$ cat src/rtl/icache_pkg.sv
`default_nettype none
// ============================================================================
// Module      : icache_pkg
// Description : Shared widths, status-bit layout and refill FSM state
//               encoding for the 4-way instruction cache refill path.
// Revision    : 1.0 - initial release
// ============================================================================
package icache_pkg;

    localparam int TAG_BITS_WIDTH    = 8;
    localparam int INDEX_BITS        = 4;
    localparam int BLOCK_OFFSET_BITS = 4;
    localparam int WORD_DATA_WIDTH   = 20;
    localparam int NUM_WAYS          = 4;
    localparam int WAY_BITS          = 2;
    localparam int STATUS_BITS       = 2 * NUM_WAYS;

    // Way w owns status bits {valid, use} at {2w+1, 2w}.
    localparam int USE_BIT_IDX   = 0;
    localparam int VALID_BIT_IDX = 1;

    localparam int STATE_BITS = 3;
    localparam logic [STATE_BITS-1:0] S_IDLE   = 3'd0;
    localparam logic [STATE_BITS-1:0] S_VICTIM = 3'd1;
    localparam logic [STATE_BITS-1:0] S_REQ    = 3'd2;
    localparam logic [STATE_BITS-1:0] S_FILL   = 3'd3;
    localparam logic [STATE_BITS-1:0] S_COMMIT = 3'd4;

endpackage : icache_pkg
`default_nettype wire

$ cat src/rtl/icache_victim_sel.sv
`default_nettype none
// ============================================================================
// Module      : icache_victim_sel
// Description : Combinational victim-way chooser. Prefers the lowest invalid
//               way, then the first way with a clear use bit scanning upward
//               from the round-robin pointer, and finally the pointer itself.
// Ports       : i_status   - status byte of the set
//               i_rr       - round-robin pointer
//               o_victim   - chosen way
//               o_fallback - every way valid and used; victim is i_rr
// Revision    : 1.0 - initial release
// ============================================================================
module icache_victim_sel
    import icache_pkg::*;
(
    input  logic [STATUS_BITS-1:0] i_status,
    input  logic [WAY_BITS-1:0]    i_rr,
    output logic [WAY_BITS-1:0]    o_victim,
    output logic                   o_fallback
);

    logic [NUM_WAYS-1:0] w_use;
    logic [NUM_WAYS-1:0] w_valid;
    logic                w_found_inv;
    logic [WAY_BITS-1:0] w_inv_way;
    logic                w_found_free;
    logic [WAY_BITS-1:0] w_free_way;
    logic [WAY_BITS-1:0] w_scan_way;

    always_comb begin
        w_use        = '0;
        w_valid      = '0;
        w_found_inv  = 1'b0;
        w_inv_way    = '0;
        w_found_free = 1'b0;
        w_free_way   = i_rr;
        w_scan_way   = i_rr;
        for (int k = 0; k < NUM_WAYS; k++) begin
            w_use[k]   = i_status[2*k + USE_BIT_IDX];
            w_valid[k] = i_status[2*k + VALID_BIT_IDX];
        end
        // Scan downward so the last hit, i.e. the lowest way, wins.
        for (int k = NUM_WAYS - 1; k >= 0; k--) begin
            if (!w_valid[k]) begin
                w_found_inv = 1'b1;
                w_inv_way   = WAY_BITS'(k);
            end
        end
        // Same trick for the rotating scan: smallest distance from i_rr wins.
        for (int k = NUM_WAYS - 1; k >= 0; k--) begin
            w_scan_way = i_rr + WAY_BITS'(k);
            if (!w_use[w_scan_way]) begin
                w_found_free = 1'b1;
                w_free_way   = w_scan_way;
            end
        end
        if (w_found_inv) begin
            o_victim   = w_inv_way;
            o_fallback = 1'b0;
        end else if (w_found_free) begin
            o_victim   = w_free_way;
            o_fallback = 1'b0;
        end else begin
            o_victim   = i_rr;
            o_fallback = 1'b1;
        end
    end

endmodule : icache_victim_sel
`default_nettype wire

$ cat src/rtl/icache_refill_ctrl.sv
`default_nettype none
// ============================================================================
// Module      : icache_refill_ctrl
// Description : Miss-refill controller for the 4-way instruction cache.
//               Accepts one miss, invalidates the chosen victim way, fetches
//               the 16-word block and streams it into the data array, then
//               commits tag and status last so a partial block is never valid.
// Ports       : clk/arst            - clock, async active-high reset
//               i_miss_*/o_miss_ready - miss request from lookup pipeline
//               o_mem_req_*/i_mem_*   - block read request / response words
//               o_data_wr_*          - data array word writes
//               o_tag_wr_*           - tag array write
//               o_status_wr_*        - status byte write for the set
//               o_refill_done        - one-cycle pulse on commit
// Revision    : 1.0 - initial release
// ============================================================================
module icache_refill_ctrl
    import icache_pkg::*;
(
    input  logic                                clk,
    input  logic                                arst,
    input  logic                                i_miss_valid,
    input  logic [TAG_BITS_WIDTH-1:0]           i_miss_tag,
    input  logic [INDEX_BITS-1:0]               i_miss_index,
    input  logic [STATUS_BITS-1:0]              i_miss_status,
    output logic                                o_miss_ready,
    output logic                                o_mem_req_valid,
    output logic [TAG_BITS_WIDTH+INDEX_BITS-1:0] o_mem_req_addr,
    input  logic                                i_mem_req_ready,
    input  logic                                i_mem_rsp_valid,
    input  logic [WORD_DATA_WIDTH-1:0]          i_mem_rsp_data,
    output logic                                o_data_wr_en,
    output logic [INDEX_BITS-1:0]               o_data_wr_index,
    output logic [WAY_BITS-1:0]                 o_data_wr_way,
    output logic [BLOCK_OFFSET_BITS-1:0]        o_data_wr_offset,
    output logic [WORD_DATA_WIDTH-1:0]          o_data_wr_word,
    output logic                                o_tag_wr_en,
    output logic [WAY_BITS-1:0]                 o_tag_wr_way,
    output logic [TAG_BITS_WIDTH-1:0]           o_tag_wr_tag,
    output logic                                o_status_wr_en,
    output logic [STATUS_BITS-1:0]              o_status_wr_data,
    output logic                                o_refill_done
);

    localparam logic [BLOCK_OFFSET_BITS-1:0] c_LAST_OFFSET = '1;

    logic [STATE_BITS-1:0]        r_state;
    logic [STATE_BITS-1:0]        w_state_next;
    logic [TAG_BITS_WIDTH-1:0]    r_tag;
    logic [INDEX_BITS-1:0]        r_index;
    logic [STATUS_BITS-1:0]       r_status;
    logic [WAY_BITS-1:0]          r_victim;
    logic                         r_fallback;
    logic [WAY_BITS-1:0]          r_rr;
    logic [BLOCK_OFFSET_BITS-1:0] r_cnt;

    logic [WAY_BITS-1:0]          w_victim;
    logic                         w_fallback;
    logic [STATUS_BITS-1:0]       w_status_inv;
    logic [STATUS_BITS-1:0]       w_status_commit;
    logic                         w_word_wr;

    // Victim is chosen from the live miss status so it is already registered
    // when VICTIM starts; way outputs then stay stable through COMMIT.
    icache_victim_sel u_victim_sel (
        .i_status   (i_miss_status),
        .i_rr       (r_rr),
        .o_victim   (w_victim),
        .o_fallback (w_fallback)
    );

    always_comb begin
        w_status_inv    = r_status;
        w_status_commit = r_status;
        for (int k = 0; k < NUM_WAYS; k++) begin
            if (r_victim == WAY_BITS'(k)) begin
                w_status_inv[2*k + USE_BIT_IDX]      = 1'b0;
                w_status_inv[2*k + VALID_BIT_IDX]    = 1'b0;
                w_status_commit[2*k + USE_BIT_IDX]   = 1'b1;
                w_status_commit[2*k + VALID_BIT_IDX] = 1'b1;
            end else if (r_fallback) begin
                // Every way was used: age the others so they become candidates.
                w_status_commit[2*k + USE_BIT_IDX]   = 1'b0;
            end
        end
    end

    assign w_word_wr = (r_state == S_FILL) && i_mem_rsp_valid;

    always_comb begin
        w_state_next     = r_state;
        o_miss_ready     = 1'b0;
        o_mem_req_valid  = 1'b0;
        o_tag_wr_en      = 1'b0;
        o_status_wr_en   = 1'b0;
        o_status_wr_data = '0;
        o_refill_done    = 1'b0;
        case (r_state)
            S_IDLE: begin
                o_miss_ready = 1'b1;
                if (i_miss_valid) begin
                    w_state_next = S_VICTIM;
                end
            end
            S_VICTIM: begin
                o_status_wr_en   = 1'b1;
                o_status_wr_data = w_status_inv;
                w_state_next     = S_REQ;
            end
            S_REQ: begin
                o_mem_req_valid = 1'b1;
                if (i_mem_req_ready) begin
                    w_state_next = S_FILL;
                end
            end
            S_FILL: begin
                if (w_word_wr && (r_cnt == c_LAST_OFFSET)) begin
                    w_state_next = S_COMMIT;
                end
            end
            S_COMMIT: begin
                o_tag_wr_en      = 1'b1;
                o_status_wr_en   = 1'b1;
                o_status_wr_data = w_status_commit;
                o_refill_done    = 1'b1;
                w_state_next     = S_IDLE;
            end
            default: begin
                w_state_next = S_IDLE;
            end
        endcase
    end

    always_ff @(posedge clk or posedge arst) begin
        if (arst) begin
            r_state    <= S_IDLE;
            r_tag      <= '0;
            r_index    <= '0;
            r_status   <= '0;
            r_victim   <= '0;
            r_fallback <= 1'b0;
            r_rr       <= '0;
            r_cnt      <= '0;
        end else begin
            r_state <= w_state_next;
            if ((r_state == S_IDLE) && i_miss_valid) begin
                r_tag      <= i_miss_tag;
                r_index    <= i_miss_index;
                r_status   <= i_miss_status;
                r_victim   <= w_victim;
                r_fallback <= w_fallback;
            end
            if (r_state == S_VICTIM) begin
                r_status <= w_status_inv;
            end
            if (w_word_wr) begin
                r_cnt <= (r_cnt == c_LAST_OFFSET) ? '0 : r_cnt + 1'b1;
            end
            if (r_state == S_COMMIT) begin
                r_rr <= r_victim + 2'd1;
            end
        end
    end

    assign o_mem_req_addr   = {r_tag, r_index};
    assign o_data_wr_en     = w_word_wr;
    assign o_data_wr_index  = r_index;
    assign o_data_wr_way    = r_victim;
    assign o_data_wr_offset = r_cnt;
    assign o_data_wr_word   = w_word_wr ? i_mem_rsp_data : '0;
    assign o_tag_wr_way     = r_victim;
    assign o_tag_wr_tag     = r_tag;

endmodule : icache_refill_ctrl
`default_nettype wire
$ cat config.mk
export PLATFORM = sky130hd
export DESIGN_NAME = icache_refill_ctrl
export DESIGN_NICKNAME = d
export VERILOG_FILES = /design/src/rtl/icache_pkg.sv /design/src/rtl/icache_victim_sel.sv /design/src/rtl/icache_refill_ctrl.sv
export SDC_FILE = /design/constraint.sdc
export NUM_CORES = 1
export LEC_CHECK = 0
export CORE_ASPECT_RATIO = 2
export CORE_MARGIN = 10
export CORE_UTILIZATION = 35
export DETAILED_ROUTE_END_ITERATION = 10
export DONT_BUFFER_PORTS = 1
export GPL_TIMING_DRIVEN = 0
export PLACE_DENSITY_LB_ADDON = 0.2
export SYNTH_ARGS = -nofsm -noshare
export SYNTH_HDL_FRONTEND = slang
export SYNTH_HIERARCHICAL = 1
export SYNTH_SLANG_ARGS = --single-unit
$ cat constraint.sdc
create_clock -name clk -period 2.9 [get_ports clk]
set_input_delay 0.725 -clock clk [delete_from_list [all_inputs] [get_ports clk]]
set_output_delay 0.725 -clock clk [all_outputs]
set_load 0.03 [all_outputs]
* Word-level counts from Yosys, hierarchy flattened
Index checks and enable logic that the tools add are counted.
** Word-level totals
- Bits in registers :: 32
- Word-level logic and storage cells :: 93
** Cells by class
- Add/subtract/negate cells :: 5
- $lt $le $gt $ge :: 4
- Equal/unequal tests :: 11
- Muxes and demuxes :: 57
- Reduce and logical (&&, ||, !) cells :: 8
** Operators by type and width (count)
- $mux W1 :: 30
- $mux W2 :: 14
- $mux W20 :: 1
- $mux W8 :: 2
- $pmux W8 S2 :: 1
- $lt A2 B3 Y1 const B :: 4
- $pmux W3 S4 :: 1
- $mux W3 :: 3
- $bmux W1 S2 :: 4
- $eq A3 B2 Y1 const B :: 2
- $add A2 B1 Y2 const B :: 2
- $add A2 B2 Y2 const B :: 2
- $add A4 B1 Y4 const B :: 1
- $eq A2 B2 Y1 const B :: 2
- $eq A4 B4 Y1 const B :: 1
- $mux W4 :: 1
- $ne A2 B2 Y1 const B :: 2
- $eq A3 B1 Y1 const B :: 1
- $eq A3 B3 Y1 const B :: 1
- $logic_and A1 B1 Y1 :: 3
- $logic_not A3 Y1 :: 1
- $reduce_and A3 Y1 :: 1
- $eq A2 B1 Y1 const B :: 1
- $logic_not A2 Y1 :: 1
- other kinds (3) :: 3

* Depth between registers and ports, before layout
Gate-level depths: netlist (run 1).
- Word-level depth :: 9
- Mapped depth :: 6

* Hierarchy
The synthesis (run 1) kept the hierarchy.
** Modules (own cells, without submodules)
- icache_refill_ctrl :: instances 1, cells an instance 185, area each 1883.1 um2, sequential area each 800.8 um2
- icache_victim_sel :: instances 1, cells an instance 27, area each 131.4 um2, sequential area each 0.0 um2

* Least setup slack after synthesis (run 1)
OpenSTA, ideal clock, no wires.
- Path kind :: register to output
- Start point :: register r_victim[0], in the netlist o_data_wr_way[0]
- End point :: output o_status_wr_data[0]
- Arrival time :: 1.754 ns
- Required time :: 2.175 ns
- Slack :: 0.421 ns
- Cell stages (with the launch flop) :: 6
- Path through :: dfrtp_1 inv_1 ha_1 nor3b_1 o21ai_0 a21oi_1
** Between the ends
- Cells in the longest elaborated chain, start to end :: 3
- Elaborated cells on any way between the ends :: 4
** Ends and longest elaborated chain
- from (decl) :: line icache_refill_ctrl.sv:52 : logic [WAY_BITS-1:0] r_victim;
- from (signal assigned) :: line icache_refill_ctrl.sv:150 : r_victim <= w_victim;
- $logic_not A2 Y1 * :: line icache_refill_ctrl.sv:76 : if (r_victim == WAY_BITS'(k)) begin
- $mux W1 or $mux W2 (tied branches) :: line icache_refill_ctrl.sv:76
- $pmux W8 S2 * :: line icache_refill_ctrl.sv:98 : case (r_state)
- to (decl) :: line icache_refill_ctrl.sv:41 : output logic [STATUS_BITS-1:0] o_status_wr_data,
Mark *: on every way between the ends. The rest lies on a longest branch, timed or not.

* Worst setup path in the final report (run 1)
- Start point :: register r_victim[0], in the netlist o_data_wr_way[0]
- End point :: output o_status_wr_data[6]
** Between the ends
- Cells in the longest elaborated chain, start to end :: 3
- Elaborated cells on any way between the ends :: 4
** Ends and longest elaborated chain (line)
- $eq A2 B2 Y1 * :: icache_refill_ctrl.sv:76
- $mux W1 or $mux W2 (tied branches) :: icache_refill_ctrl.sv:76
- $pmux W8 S2 * :: icache_refill_ctrl.sv:98
Marked as above.

==> impl_metrics.json, run 1 <==
{
  "ys_types": 33,
  "ys_top_cells_by_count": "dfrtp_1, and2_1, o21ai_0",
  "grt_util_met2_pct": 20.9,
  "cts_tree": "built",
  "drtPass1Iterations": 4,
  "drive_above_1_share_pct": 26.2,
  "multi_input_area_um2": 1020,
  "utilization_pct": 41.0,
  "dp_hpwl_mm": 4.62,
  "start_kind": "register",
  "grt_pass1_wl_mm": 9.07,
  "regToRegSetupSlack_ns": 1.33,
  "critical_path.endpoint_type": "output port",
  "clkTransAtPathRegs_ns": 0.05,
  "cp_cell_sequence": "ha_1 -> nor3b_1 -> o21ai_0 -> a21oi_1",
  "synth_top_area_cell": "dfrtp_1",
  "gp_congestion": 0.778,
  "cp.required_ns": 2.17,
  "ys_dominant_reg_cell": "dfrtp_1",
  "worstReg2RegEnd": "o_data_wr_index[2]",
  "ys_warn_count": 6,
  "track_usage_pct": 12.1,
  "die_area_um2": 9370,
  "die_h_um": 127,
  "grt_overflow_total": 0,
  "max_slew_margin_pct": 33.5,
  "synth_cells": 212,
  "finalWorstSetupSlack_ns": 0.170,
  "root_buffer": "clkbuf_16",
  "reg2regPathDepth": 6,
  "max_stage_delay_ns": 0.60,
  "status": "finished clean",
  "dp_slack_ns": 0.163,
  "period_minus_slack_ns": 2.73,
  "use_met1_pct": 11.2,
  "synth_area_leaders": "dfrtp_1, and2_1, mux2_4, buf_4, o21ai_0",
  "synth_nets": 262,
  "hp-class": "input pin to async pin",
  "grt_pass1_vias": 1769,
  "synth-async-reset-ratio_pct": 100,
  "viasPerCell": 5.49,
  "setup_viol_count_final": 0,
  "finalCritPeriodShare_pct": 94.1,
  "drt_iter0_drc": 49,
  "nNetsFinal": 270,
  "top_usage_layer": "met2",
  "p_leak_nw": 1.05,
  "clock_path_buffers": 2,
  "syn_area_per_cell_um2": 9.50,
  "fillers": 579,
  "drv_slew": 0,
  "skew_ns": 0.00347,
  "syn_area_um2": 2010,
  "start_util_pct": 35.6,
  "clock-sinks": 32,
  "synth_most_common_cell": "dfrtp_1",
  "clock_latency_ns": 0.28,
  "drv_cap": 0,
  "tightest_slew_ns": 0.996,
  "slowest_stage": "a21oi_1",
  "die_w_um": 73.6,
  "grt_max_degree": 33,
  "final-hold-violation-count": 0,
  "vdd_ir_drop_max_uv": 602,
  "vias": 1549,
  "arrival_ns": 2.01,
  "ys_seq_area_share_pct": 39.8,
  "fmax_ghz": 0.366,
  "finalNonFillerCells": 282,
  "drc": 0,
  "cp_max_fo": 6,
  "holdWs_ns": 0.312,
  "met3_usage_pct": 6.28,
  "tns_ns": 0,
  "port_buffers": 0,
  "antenna_found_initial": 0,
  "htreeDepth": 2,
  "p_per_area_nw_per_um2": 961,
  "synth_top_area_share_pct": 39.8,
  "ant_nets": 0,
  "cts_buffers": 5,
  "finalWirelength_mm": 5.65,
  "ctsHoldBuffers": 0,
  "rows": 39,
  "ios": 111,
  "ys_ff_latch": 32,
  "dp_cells": 273,
  "core_um2": 5660,
  "diodes": 0,
  "wire_per_inst_um": 20.0,
  "ff_latch_area_um2": 803,
  "reg2reg_from": "r_state[1]",
  "syn2layout_area_growth_pct": 15.2,
  "synth_edf_count": 0,
  "criticalPathCategory": "register to output port"
}
==> state kept, by name, indices dropped and copies added (netlist names) <==
register / count
o_data_wr_index: 4
o_data_wr_offset: 4
o_data_wr_way: 2
o_tag_wr_tag: 8
r_fallback: 1
r_rr: 2
r_state: 3
r_status: 8
==> routing by layer <==
layer,up-vias,wire length [um]
met5,-,0
met4,0,138
met2,94,2880
li1,719,-
met1,724,1900
met3,12,738
==> critical path: cells and delay by family, from the launching register on <==
| kind | cells | cell delay (ns) |
|---|---|---|
| simple gates | 1 | 0.22 |
| compound gates | 2 | 0.74 |
| fa+ha+maj | 1 | 0.27 |
| flops | 1 | 0.50 |
==> kinds of logic after synthesis <==
kind of cell,Yosys count,share of synthesized area [%]
and+or+nand+nor,78,22.1
AOI/OAI and AO/OA,46,13.5
buffers and inverters,35,11.2
DFF,32,39.8
muxes,14,9.50
adders and majority gates,5,3.11
xor gates and xnor gates,2,0.870
==> worst max-delay path by stage <==
stage	start	to	slack [ns]	cells after the start
global route	o_data_wr_way[0]	o_status_wr_data[6]	-0.02	4
floorplan	o_data_wr_way[0]	o_status_wr_data[0]	0.42	5
global placement	o_data_wr_way[0]	o_status_wr_data[0]	0.18	5
CTS	o_data_wr_way[0]	o_status_wr_data[0]	0.04	5
finish	o_data_wr_way[0]	o_status_wr_data[6]	0.17	4
detailed placement	o_data_wr_way[0]	o_status_wr_data[0]	0.16	5
==> what timing repair did <==
item | CTS | global route
resized for setup | 6 | 4
setup endpoints to repair | 6 | 7
gates cloned | 0 | 0
hold endpoints to repair | 0 | 0
pin swaps | 0 | 1
buffers inserted | 0 | 0
==> metrics by stage <==
| step | instance area [um2] | total power (W) |
|---|---|---|
| floorplan | 2010 | 0.00150 |
| global placement | 2090 | 0.00163 |
| detailed placement | 2090 | 0.00164 |
| CTS | 2280 | 0.00225 |
| global route | 2320 | 0.00237 |
| finish | 2320 | 0.00223 |
==> power by group <==
part	switching [W]	leakage [nW]	total, W	internal, W
combinational	0.000484	0.549	0.000779	0.000295
clock	0.000193	0.0798	0.000596	0.000403
sequential	0.000293	0.419	0.000853	0.000560
total	0.000971	1.05	0.00223	0.00126
==> cells in the final DEF (no fill, tap or decap), types with 4 or more instances in the layout <==
master and count:
nand2_1 17, o21ai_0 21, dfrtp_1 30, a21oi_2 7
nor2b_1 4, mux2_4 9, and2_1 25, nand3_1 6
nor3b_1 4, ha_1 5, buf_4 17, mux2_2 4
a21oi_1 4, nor2_1 9, a22o_1 8, clkbuf_16 5
inv_1 8
==> cell type report <==
cell class | instances | share of cell area [%]
timing repair buffer | 1 | 1.19
tap | 61 | 3.29
sequential | 32 | 34.6
clock inverter | 3 | 1.83
buffer | 26 | 8.25
multi-input combinational | 145 | 44.0
clock buffer | 5 | 5.39
inverter | 9 | 1.46
Power figures use the tool's default switching activity.
==> run 2: changes to the inputs <==
CTS_CLUSTER_SIZE = 14   (was unset)
SLEW_MARGIN = 30   (was unset)
clock period = 2.75 ns   (was 2.9 ns; I/O delays follow)
==> run 2 against run 1 <==
Against the previous run:
- clock skew hardly changed
- combinational power rose by 7.2%
- worst setup slack got worse by 0.050 ns
- sequential cell count unchanged
- count of clock-buffer cells in the layout unchanged
- register-to-register slack got worse by 0.14 ns
- critical path depth decreased by 1
- critical path type unchanged
==> impl_metrics.json, run 2 (synthesis gave the netlist of run 1 again) <==
{
  "cts_setup_buffers": 0,
  "setup.worst_path.start": "r_state[1]",
  "diodes": 0,
  "final-hold-violation-count": 0,
  "final_common_cell": "dfrtp_1",
  "viasPerCell": 5.54,
  "finalWirelength_mm": 5.71,
  "tightest_slew_ns": 0.938,
  "start_util_pct": 35.6,
  "syn2layout_area_growth_pct": 15.2,
  "internal-power_w": 0.00134,
  "p_per_area_nw_per_um2": 1020,
  "grt_overflow_total": 0,
  "vias": 1556,
  "clkPwrFrac_pct": 26.6,
  "grt_pass1_vias": 1768,
  "ant_nets": 0,
  "path_depth": 3,
  "clkTransAtPathRegs_ns": 0.05,
  "clock_path_buffers": 2,
  "clock_latency_ns": 0.28,
  "cts_buffers": 5,
  "cp_cell_sequence": "buf_4 -> clkbuf_1 -> nor3_1",
  "port_buffers": 0,
  "root_buffer": "clkbuf_16",
  "vdd_ir_drop_max_uv": 661,
  "finalNonFillerCells": 281,
  "die_w_um": 73.6,
  "skew_ns": 0.00366,
  "nNetsFinal": 269,
  "worstReg2RegEnd": "o_data_wr_index[2]",
  "crit_path_end": "o_miss_ready",
  "finalWorstSetupSlack_ns": 0.120,
  "slowest_stage": "nor3_1",
  "crit_family": "simple AND/OR/NAND/NOR gates",
  "rsz0062_at_grt": "true",
  "track_usage_pct": 12.2,
  "p_leak_nw": 1.05,
  "regToRegSetupSlack_ns": 1.19,
  "final_cell_mix": "dfrtp_1, o21ai_0, buf_4, and2_1, nand2_1",
  "switching_share_pct": 43.5,
  "arrival_ns": 1.94,
  "cp.required_ns": 2.06,
  "drt_iter0_drc": 37,
  "rows": 39,
  "dp_slack_ns": 0.0501,
  "max_slew_margin_pct": 37.0,
  "period_minus_slack_ns": 2.63,
  "cts_tree": "built",
  "reg2reg_from": "r_state[1]",
  "criticalPathCategory": "register to output port",
  "reg2regPathDepth": 6,
  "pwr-share-comb_pct": 35.3,
  "ctsHoldBuffers": 0,
  "dp_cells": 273,
  "clock-sinks": 32,
  "die_area_um2": 9370,
  "cp_max_fo": 10,
  "hp-class": "input pin to async pin",
  "wire_per_inst_um": 20.3,
  "critical_path.endpoint_type": "output port",
  "drv_slew": 0,
  "drive_above_1_share_pct": 31.8,
  "max_stage_delay_ns": 0.85,
  "drc": 0,
  "finalCritPeriodShare_pct": 95.6,
  "dp_hpwl_mm": 4.63,
  "antenna_found_initial": 0,
  "drv_cap": 0,
  "grt_pass1_wl_mm": 9.14,
  "crit_buf_inv": 2,
  "status": "finished clean",
  "setup_viol_count_final": 0,
  "gp_congestion": 0.778,
  "fmax_ghz": 0.380,
  "htreeDepth": 2,
  "p_seq_share_pct": 38.0,
  "start_kind": "register",
  "core_um2": 5660,
  "switchingPower_w": 0.00103,
  "grt_max_degree": 33,
  "die_h_um": 127,
  "drtPass1Iterations": 4,
  "ios": 111
}
## run 2: changes by cell type in the layout (fill, tap and decap cells not counted), sizes merged
cell    previous run  this run
buf               24        23
clkinv             2         1
inv                8         9
## run 2: how the worst min path moves through the flow
stage           startpoint            endpoint  slack (ns)  depth (start not counted)
6_report              arst  o_data_wr_index[0]        0.39                          1
3_3_place_gp   r_status[7]         r_status[7]        0.48                          1
5_1_grt               arst             r_rr[0]        0.45                          1
3_5_place_dp   r_status[4]         r_status[4]        0.48                          1
4_1_cts               arst             r_rr[0]        0.42                          1
2_1_floorplan  r_status[0]         r_status[0]        0.46                          1
## run 2: what timing repair did
item / in CTS / in global routing
pin swaps: 0 / 3
setup endpoints to repair: 8 / 14
endpoints found under the hold margin: 0 / 0
gates resized for setup: 8 / 13
## run 2: power groups by stage
stage	combinational (W)	clock, W	sequential [W]
6_report	0.000835	0.000630	0.000900
2_1_floorplan	0.000720	0	0.000859
3_5_place_dp	0.000822	0	0.000907
4_1_cts	0.000833	0.000641	0.000905
5_1_grt	0.000924	0.000665	0.000924
3_3_place_gp	0.000813	0	0.000908
## run 2: layout make-up
class	count	area (um2)
multi-input cells	145	1050
fillers	574	3340
clock inverters	3	42.5
plain buffers	26	191
flip-flops and latches	32	803
clock buffers	5	125
well taps	61	76.3
inverters	9	33.8
## run 2: routing by layer
metal	vias up	part of all wire, %	track usage, %	routed length (um)
met5	-	0	0	0
met4	0	2.4	5.29	138
met2	98	50	21.0	2870
li1	716	-	-	-
met1	730	34	11.4	1960
met3	12	13	6.28	750
## run 2: metrics by stage
step / utilization [%] / cell area (um2) / setup TNS (ns) / power [W] / hold slack, ns
after floorplan: - / 2010 / 0 / 0.00158 / 0.460
after global placement: 36.9 / 2090 / 0 / 0.00172 / 0.483
after detailed placement: 37.0 / 2100 / 0 / 0.00173 / 0.482
after CTS: 40.4 / 2290 / 0 / 0.00238 / 0.421
after global routing: 41.0 / 2320 / -0.00821 / 0.00251 / 0.449
final: 41.0 / 2320 / 0 / 0.00236 / 0.392
